## config.mk

```make
export PLATFORM = sky130hd
export DESIGN_NAME = regfile_writeback
export DESIGN_NICKNAME = d
export VERILOG_FILES = /design/src/rtl/wb_pkg.sv /design/src/rtl/wb_fifo.sv /design/src/rtl/regfile_writeback.sv
export SDC_FILE = /design/constraint.sdc
export NUM_CORES = 1
export LEC_CHECK = 0
export BUFFER_PORTS_ARGS = -buffer_cell sky130_fd_sc_hd__buf_2
export CORE_ASPECT_RATIO = 0.8
export CORE_MARGIN = 2
export CORE_UTILIZATION = 61
export CTS_BUF_LIST = sky130_fd_sc_hd__clkbuf_8
export DETAILED_ROUTE_END_ITERATION = 10
export GPL_TIMING_DRIVEN = 0
export PLACE_DENSITY = 0.88
export SLEW_MARGIN = 25
export SYNTH_ARGS = -nofsm -noshare
export SYNTH_HDL_FRONTEND = slang
export SYNTH_SLANG_ARGS = --single-unit
```

## constraint.sdc

```tcl
create_clock -name clk -period 4.03 [get_ports clk]
set_input_delay 1.0075 -clock clk [delete_from_list [all_inputs] [get_ports clk]]
set_output_delay 1.0075 -clock clk [all_outputs]
set_load 0.01 [all_outputs]
```

## src/rtl/wb_pkg.sv

```systemverilog
// wb_pkg: shared widths, entry type and constants for the write-back unit.
package wb_pkg;
    localparam int XLEN_DEF = 32;
    localparam int REG_AW   = 5;
    localparam logic [REG_AW-1:0] REG_ZERO = 5'd0;

    typedef struct packed {
        logic [REG_AW-1:0]   rd;
        logic [XLEN_DEF-1:0] data;
    } wb_entry_t;
endpackage

```

## src/rtl/wb_fifo.sv

```systemverilog
// wb_fifo: synchronous FIFO of wb_entry_t with an age-ordered view of all entries.
//   clk, reset (async active-low)
//   push/din  : enqueue (ignored when full)
//   pop/dout  : dequeue head (ignored when empty)
//   full, empty, count : occupancy from registered state
//   ent[i]    : i-th oldest entry (ent[0] is the head); valid only for i < count
module wb_fifo
    import wb_pkg::*;
#(
    parameter int DEPTH = 4
) (
    input  logic                     clk,
    input  logic                     reset,
    input  logic                     push,
    input  logic                     pop,
    input  wb_entry_t                din,
    output wb_entry_t                dout,
    output logic                     full,
    output logic                     empty,
    output logic [$clog2(DEPTH):0]   count,
    output wb_entry_t [DEPTH-1:0]    ent
);
    localparam int AW = $clog2(DEPTH);

    wb_entry_t [DEPTH-1:0] mem_q, mem_d;
    logic [AW-1:0] wr_ptr_q, wr_ptr_d, rd_ptr_q, rd_ptr_d;
    logic [AW:0]   count_q, count_d;
    logic          push_ok, pop_ok;

    // DEPTH is a power of two, so full is exactly the count MSB.
    assign full    = count_q[AW];
    assign empty   = (count_q == '0);
    assign count   = count_q;
    assign dout    = mem_q[rd_ptr_q];
    assign push_ok = push && !full;
    assign pop_ok  = pop && !empty;

    always_comb begin
        mem_d    = mem_q;
        wr_ptr_d = wr_ptr_q;
        rd_ptr_d = rd_ptr_q;
        if (push_ok) begin
            mem_d[wr_ptr_q] = din;
            wr_ptr_d        = wr_ptr_q + 1'b1;
        end
        if (pop_ok)
            rd_ptr_d = rd_ptr_q + 1'b1;
        count_d = count_q + {{AW{1'b0}}, push_ok} - {{AW{1'b0}}, pop_ok};
    end

    always_comb begin
        for (int i = 0; i < DEPTH; i++)
            ent[i] = mem_q[rd_ptr_q + AW'(i)];
    end

    always_ff @(posedge clk or negedge reset) begin
        if (!reset) begin
            mem_q    <= '0;
            wr_ptr_q <= '0;
            rd_ptr_q <= '0;
            count_q  <= '0;
        end else begin
            mem_q    <= mem_d;
            wr_ptr_q <= wr_ptr_d;
            rd_ptr_q <= rd_ptr_d;
            count_q  <= count_d;
        end
    end
endmodule

```

## src/rtl/regfile_writeback.sv

```systemverilog
// regfile_writeback: merges ALU results and buffered load returns into one registered write port.
//   clk, reset (async active-low)
//   alu_valid/alu_rd/alu_data : single-cycle ALU results, always win arbitration
//   ld_valid/ld_ready/ld_rd/ld_data : load returns, buffered in wb_fifo
//   regWrite/writeReg/writeData : registered write to the register file
//   stall_req (FIFO full), pending (FIFO or output stage busy), fifo_count
//   byp_addr*/byp_hit*/byp_data* : forwarding of queued writes
// Build option: define WB_BYPASS_EN to build the bypass; otherwise hits/data are tied to 0.
module regfile_writeback
    import wb_pkg::*;
#(
    parameter int FIFO_DEPTH = 4,
    parameter int XLEN       = XLEN_DEF
) (
    input  logic                          clk,
    input  logic                          reset,
    input  logic                          alu_valid,
    input  logic [4:0]                    alu_rd,
    input  logic [XLEN-1:0]               alu_data,
    input  logic                          ld_valid,
    output logic                          ld_ready,
    input  logic [4:0]                    ld_rd,
    input  logic [XLEN-1:0]               ld_data,
    output logic                          regWrite,
    output logic [4:0]                    writeReg,
    output logic [XLEN-1:0]               writeData,
    output logic                          stall_req,
    output logic                          pending,
    output logic [$clog2(FIFO_DEPTH):0]   fifo_count,
    input  logic [4:0]                    byp_addr1,
    input  logic [4:0]                    byp_addr2,
    output logic                          byp_hit1,
    output logic                          byp_hit2,
    output logic [XLEN-1:0]               byp_data1,
    output logic [XLEN-1:0]               byp_data2
);
    logic                      wr_valid_q, wr_valid_d;
    logic [4:0]                wr_rd_q, wr_rd_d;
    logic [XLEN-1:0]           wr_data_q, wr_data_d;
    logic                      alu_issue, fifo_pop, fifo_push, fifo_full, fifo_empty;
    wb_entry_t                 fifo_din, fifo_head;
    wb_entry_t [FIFO_DEPTH-1:0] fifo_ent;

    // An rd=0 ALU result is dropped and leaves the slot free for a FIFO pop.
    assign alu_issue = alu_valid && alu_rd != REG_ZERO;
    assign fifo_pop  = !alu_issue && !fifo_empty;
    assign ld_ready  = !fifo_full;
    // rd=0 loads complete the handshake but are never stored.
    assign fifo_push = ld_valid && ld_ready && ld_rd != REG_ZERO;
    assign fifo_din  = '{rd: ld_rd, data: ld_data};

    wb_fifo #(.DEPTH(FIFO_DEPTH)) u_fifo (
        .clk   (clk),
        .reset (reset),
        .push  (fifo_push),
        .pop   (fifo_pop),
        .din   (fifo_din),
        .dout  (fifo_head),
        .full  (fifo_full),
        .empty (fifo_empty),
        .count (fifo_count),
        .ent   (fifo_ent)
    );

    always_comb begin
        wr_valid_d = alu_issue || fifo_pop;
        wr_rd_d    = alu_issue ? alu_rd   : fifo_pop ? fifo_head.rd   : wr_rd_q;
        wr_data_d  = alu_issue ? alu_data : fifo_pop ? fifo_head.data : wr_data_q;
    end

    always_ff @(posedge clk or negedge reset) begin
        if (!reset) begin
            wr_valid_q <= 1'b0;
            wr_rd_q    <= '0;
            wr_data_q  <= '0;
        end else begin
            wr_valid_q <= wr_valid_d;
            wr_rd_q    <= wr_rd_d;
            wr_data_q  <= wr_data_d;
        end
    end

    assign regWrite  = wr_valid_q;
    assign writeReg  = wr_rd_q;
    assign writeData = wr_data_q;
    assign stall_req = fifo_full;
    assign pending   = !fifo_empty || wr_valid_q;

`ifdef WB_BYPASS_EN
    // Output stage is the oldest pending write; FIFO entries are scanned oldest
    // to youngest so the youngest match overrides.
    always_comb begin
        byp_hit1  = 1'b0;
        byp_data1 = '0;
        byp_hit2  = 1'b0;
        byp_data2 = '0;
        if (wr_valid_q && byp_addr1 != REG_ZERO && wr_rd_q == byp_addr1) begin
            byp_hit1  = 1'b1;
            byp_data1 = wr_data_q;
        end
        if (wr_valid_q && byp_addr2 != REG_ZERO && wr_rd_q == byp_addr2) begin
            byp_hit2  = 1'b1;
            byp_data2 = wr_data_q;
        end
        for (int i = 0; i < FIFO_DEPTH; i++) begin
            if ($bits(fifo_count)'(i) < fifo_count) begin
                if (byp_addr1 != REG_ZERO && fifo_ent[i].rd == byp_addr1) begin
                    byp_hit1  = 1'b1;
                    byp_data1 = fifo_ent[i].data;
                end
                if (byp_addr2 != REG_ZERO && fifo_ent[i].rd == byp_addr2) begin
                    byp_hit2  = 1'b1;
                    byp_data2 = fifo_ent[i].data;
                end
            end
        end
    end
`else
    logic unused_byp;
    assign unused_byp = ^{byp_addr1, byp_addr2, fifo_ent};
    assign byp_hit1   = 1'b0;
    assign byp_hit2   = 1'b0;
    assign byp_data1  = '0;
    assign byp_data2  = '0;
`endif
endmodule

```

After elaboration in Yosys (flattened, before gate mapping)
Index checks and enable logic that the tools add are counted.
{ "op_classes": {"reduce_logical": 16, "addsub": 4, "muxes": 9, "n_lt_le_gt_ge": 3} }
{ "op_table": {"columns": ["cell", "count"], "rows": [
  ["148-bit bitwise mux", 1],
  ["37-bit binary-select mux with 2-bit select", 1],
  ["37-bit demux with 2-bit select", 1],
  ["37-bit two-way mux", 2],
  ["32-bit two-way mux", 2],
  ["5-bit two-way mux", 2],
  ["5-bit nonzero test", 2],
  ["1-bit logical AND", 7],
  ["2-bit by 3-bit < comparator with 1-bit output (second input constant)", 2],
  ["2-bit by 1-bit adder with 2-bit output (second input constant)", 2],
  ["3-bit by 1-bit adder with 3-bit output", 1],
  ["1-bit zero test", 3],
  ["3-bit zero test", 1],
  ["3-bit by 1-bit subtractor with 3-bit output", 1],
  ["2-bit by 1-bit greater-or-equal comparator with 1-bit output (second input constant)", 1],
  ["1-bit logical OR", 2],
  ["2-bit nonzero test", 1]
]} }
{ "totals": {"output_inout_bits": 110, "wordCells": 46, "in_bits": 88, "reg_bits": 193} }

Depth between registers and ports, before layout
{ "depth": {"word_depth": 6, "mapped_depth": 10, "depth_no_buf": 10} }

By module
From an unflattened synthesis, not the netlist that was laid out.
{ "unflattened": {"hier_cells": 768, "hier_area_um2": 12472.0} }
{ "modules_own_cells": {"columns": ["mod", "area_per_inst_um2", "cells_per_inst", "seq_area_each_um2", "n_inst"], "rows": [
  ["wb_fifo", 10085.9, 567, 3878.7, 1],
  ["regfile_writeback", 2386.0, 201, 950.9, 1]
]} }

Worst setup path before layout
Ideal clock, no wire load.
{ "synth_path": {"path_kind": "input-to-reg", "start": "input alu_rd[1]", "end": "register u_fifo.count_q[2], in the netlist u_fifo.count[2]", "t_arrival_ns": 2.945, "path_slack_ns": 0.956, "t_required_ns": 3.901, "cell_stages": 10, "path_buffers": 0, "setup_ns": 0.129, "path_cell_list": "or4_1 > o21ai_2 > and2_1 > ha_1 > inv_1 > ha_1 > inv_1 > fa_1 > xnor2_1 > xnor2_1"} }
{ "synth_via": {"elab_chain_len": 6} }
{ "synth_rtl": {"columns": ["item", "line", "rtl"], "rows": [
  ["start, declared", "regfile_writeback.sv:18", "input logic [4:0] alu_rd,"],
  ["5-bit nonzero test", "regfile_writeback.sv:45", "assign alu_issue = alu_valid && alu_rd != REG_ZERO;"],
  ["1-bit logical AND", "regfile_writeback.sv:45", null],
  ["1-bit zero test", "regfile_writeback.sv:46", "assign fifo_pop = !alu_issue && !fifo_empty;"],
  ["1-bit logical AND", "regfile_writeback.sv:46", null],
  ["1-bit logical AND", "wb_fifo.sv:36", "assign pop_ok = pop && !empty;"],
  ["named net u_fifo.pop_ok", "wb_fifo.sv:28", "logic push_ok, pop_ok;"],
  ["3-bit by 1-bit subtractor with 3-bit output", "wb_fifo.sv:48", "count_d = count_q + {{AW{1'b0}}, push_ok} - {{AW{1'b0}}, pop_ok};"],
  ["named net u_fifo.count_d[2]", "wb_fifo.sv:27", "logic [AW:0] count_q, count_d;"],
  ["end signal, assigned", "wb_fifo.sv:66", "count_q <= count_d;"],
  ["end, declared", "wb_fifo.sv:27", null]
]} }
The timed path passes the listed nets, and every way through them passes these cells.
A chain may end at the register's enable or synchronous reset.

Final worst setup path
{ "layout_path": {"start": "register u_fifo.count_q[1], in the netlist u_fifo.count[1]", "end": "output pending"} }
{ "layout_via": {"elab_chain_len": 3} }
{ "layout_rtl": {"columns": ["item", "line", "rtl"], "rows": [
  ["3-bit zero test", "wb_fifo.sv:32", "assign empty = (count_q == '0);"],
  ["1-bit zero test", "regfile_writeback.sv:87", "assign pending = !fifo_empty || wr_valid_q;"],
  ["1-bit logical OR", "regfile_writeback.sv:87", null],
  ["end, declared", "regfile_writeback.sv:28", "output logic pending,"]
]} }
Every way passes these cells.

==> impl_metrics.tcl <==
set metrics [dict create \
    status "completed" \
    hold_slack_ns 0.392 \
    drcViolationCount 0 \
    cpLargestDelayFamily "buffers and inverters" \
    clkPwrFrac 0.156 \
    fin_cells 1099 \
    clockBufferDepth 2 \
    crit_path_max_fanout 10 \
    cpPeakStageDelay_ns 0.60 \
    ys_top_cells_by_area "dfrtp_1, mux2_4, mux4_2, buf_4, mux2_2" \
    slew_headroom 0.529 \
    crit_path_end_kind "output pin" \
    htreeDepth 4 \
    synth.top_cells.by_count "dfrtp_1, mux2_4, nand2_1, buf_4, mux4_2" \
    slew_violations 0 \
    p_sw_frac 0.326 \
    syn_area_sq_um 9610 \
    fp.dieW_um 144 \
    placedCellCount 1067 \
    maxCapViolCount 0 \
    synthFlopType "dfrtp_1" \
    wl_per_cell_um 18.3 \
    clkSlewWorstSetupHoldPaths_ns 0.11 \
    rows 41 \
    max_freq_mhz 298 \
    io_pins 198 \
    core_area_sq_um 15600 \
    grt_remaining_overflow 0 \
    rsz0062_at_grt "no" \
    yosysSeqAreaShare 0.503 \
    cts_tree "built" \
    grt_max_degree 95 \
    numCtsBuffers 17 \
    finalHoldViolCount 0 \
    p_seq_frac 0.405 \
    min_period_ns 3.35 \
    ant_nets 0 \
    crit_buf_inv 2 \
    hpwl_mm 14.1 \
    dieArea_sq_um 16800 \
    root_buffer "clkbuf_8" \
    dp_slack_ns 0.492 \
    yosys.area.top_type_share 0.503 \
    synth_edf_count 0 \
    wl_mm 20.1 \
    syn_avg_cell_area_sq_um 14.5 \
    n_antenna_cell 0 \
    vias_per_cell 5.29 \
    leakagePower_nw 5.67 \
    hold_path.class "in2async" \
    period_share 0.832 \
    finalPower_mw 8.58 \
    worst_pin_slew_ns 0.707 \
    cp_data_arrival_time_ns 2.34 \
    hold_buffers 0 \
    grt_pass1_wl_mm 31.5 \
    drtIter0Drc 440 \
    critPathSlowestCell "clkbuf_1" \
    cts.sinks 193 \
    finalNetCount 966 \
    grt_usage 0.254 \
    p_int_mw 5.78 \
    clk_latency_ns 0.49 \
    ys_types 30 \
    initial_core_util 0.616 \
    fp.dieH_um 116 \
    routabilityCongestion 0.785 \
    drive_gt1_frac 0.492 \
    pwr-share-comb 0.440 \
    crit_type "reg2out" \
    fillers 1017 \
    crit_chain "nor3_1 > clkbuf_1 > nand2b_1 > buf_2" \
    setup_viol 0 \
    vdd.ir_drop.worst_uv 370 \
    port_buffers 121 \
    first_pass_iters 5 \
    synthCells 664 \
    area_delta_synth_final_pct 16.7 \
    yosysMostFrequentCell "dfrtp_1" \
    cts_resized 0 \
    final.setup_skew_ns 0.0174 \
    cp-start-kind "flop" \
    synth_seq_cells 193 \
    vias 5816 \
    powerDensity_nw_per_um2 765 \
    setup_tns_ns 0 \
    async_flop_share 1.00 \
    cts_setup_buffers 0 \
    antenna_found_initial 1 \
    yosys.area.top_type "dfrtp_1" \
    yosys_warnings 0 \
    p_sw_mw 2.80 \
    grt_pass1_vias 5824 \
    setup_slack_ns 0.678 \
    cp.required_ns 3.02 \
]
logic make-up after synthesis:
group,synth area share
XOR/XNOR,0.00456
flip-flops,0.503
other,0.000390
AO/OA/AOI/OAI,0.0271
buffers and inverters,0.0922
multiplexers,0.307
AND/OR/NAND/NOR,0.0564
adder cells (fa/ha/maj),0.00989
metal layers:
layer / up-vias / GRT usage / part of all wire
met2: 209 / 0.403 / 0.48
met5: - / 0 / 0.00060
li1: 2615 / - / -
met1: 2965 / 0.352 / 0.44
met3: 25 / 0.0631 / 0.062
met4: 2 / 0.0783 / 0.014
state kept, by name (all words and copies together), names as in the netlist:
signal,cells
u_fifo.rd_ptr_q,2
regWrite,1
u_fifo.mem_q,148
u_fifo.count,3
writeData,32
writeReg,5
u_fifo.wr_ptr_q,2
power groups by stage:
stage / clock, mW / combinational [mW] / sequential, mW
final: 1.34 / 3.77 / 3.47
after detailed placement: 0 / 3.78 / 3.47
after global placement: 0 / 3.64 / 3.43
after CTS: 1.35 / 3.80 / 3.45
after floorplan: 0 / 2.85 / 3.41
after global routing: 1.43 / 4.06 / 3.57
area by class of cell:
type / instances / area, sq um / area share
inverters: 7 / 26.3 / 0.00234
flip-flops and latches: 193 / 4830 / 0.431
repair buffers: 123 / 671 / 0.0598
plain buffers: 104 / 860 / 0.0767
multi-input cells: 425 / 4140 / 0.369
clock inverters: 15 / 184 / 0.0164
clock buffers: 17 / 234 / 0.0209
well taps: 215 / 269 / 0.0240
worst paths after layout:
| check | cells after the start | startpoint | slack (ns) | end |
|---|---|---|---|---|
| worst max-delay path | 4 | u_fifo.count[1] | 0.68 | pending |
| worst min-delay path | 1 | reset | 0.39 | u_fifo.mem_q[3] |
| worst max register to register | 10 | u_fifo.count[1] | 1.24 | u_fifo.count[2] |
| worst min register to register | 1 | u_fifo.mem_q[140] | 0.51 | u_fifo.mem_q[140] |
| max in group asynchronous | 2 | reset | 2.85 | u_fifo.mem_q[21] |
| min in group clk | 1 | u_fifo.mem_q[140] | 0.51 | u_fifo.mem_q[140] |
placed cells by master (no fill, tap or decap), types with 17 or more instances in the layout:
master	count
dfrtp_1	193
buf_2	129
mux2_4	120
nand2_1	74
buf_4	68
conb_1	66
mux4_2	37
nor2_1	35
a31oi_1	35
mux2_2	28
clkbuf_8	17
through the flow:
step                utilization  area, sq um
floorplan                     -         9850
global placement          0.688        10700
detailed placement        0.692        10800
CTS                       0.719        11200
global route              0.719        11200
finish                    0.719        11200
(Power assumes the default switching activity.)
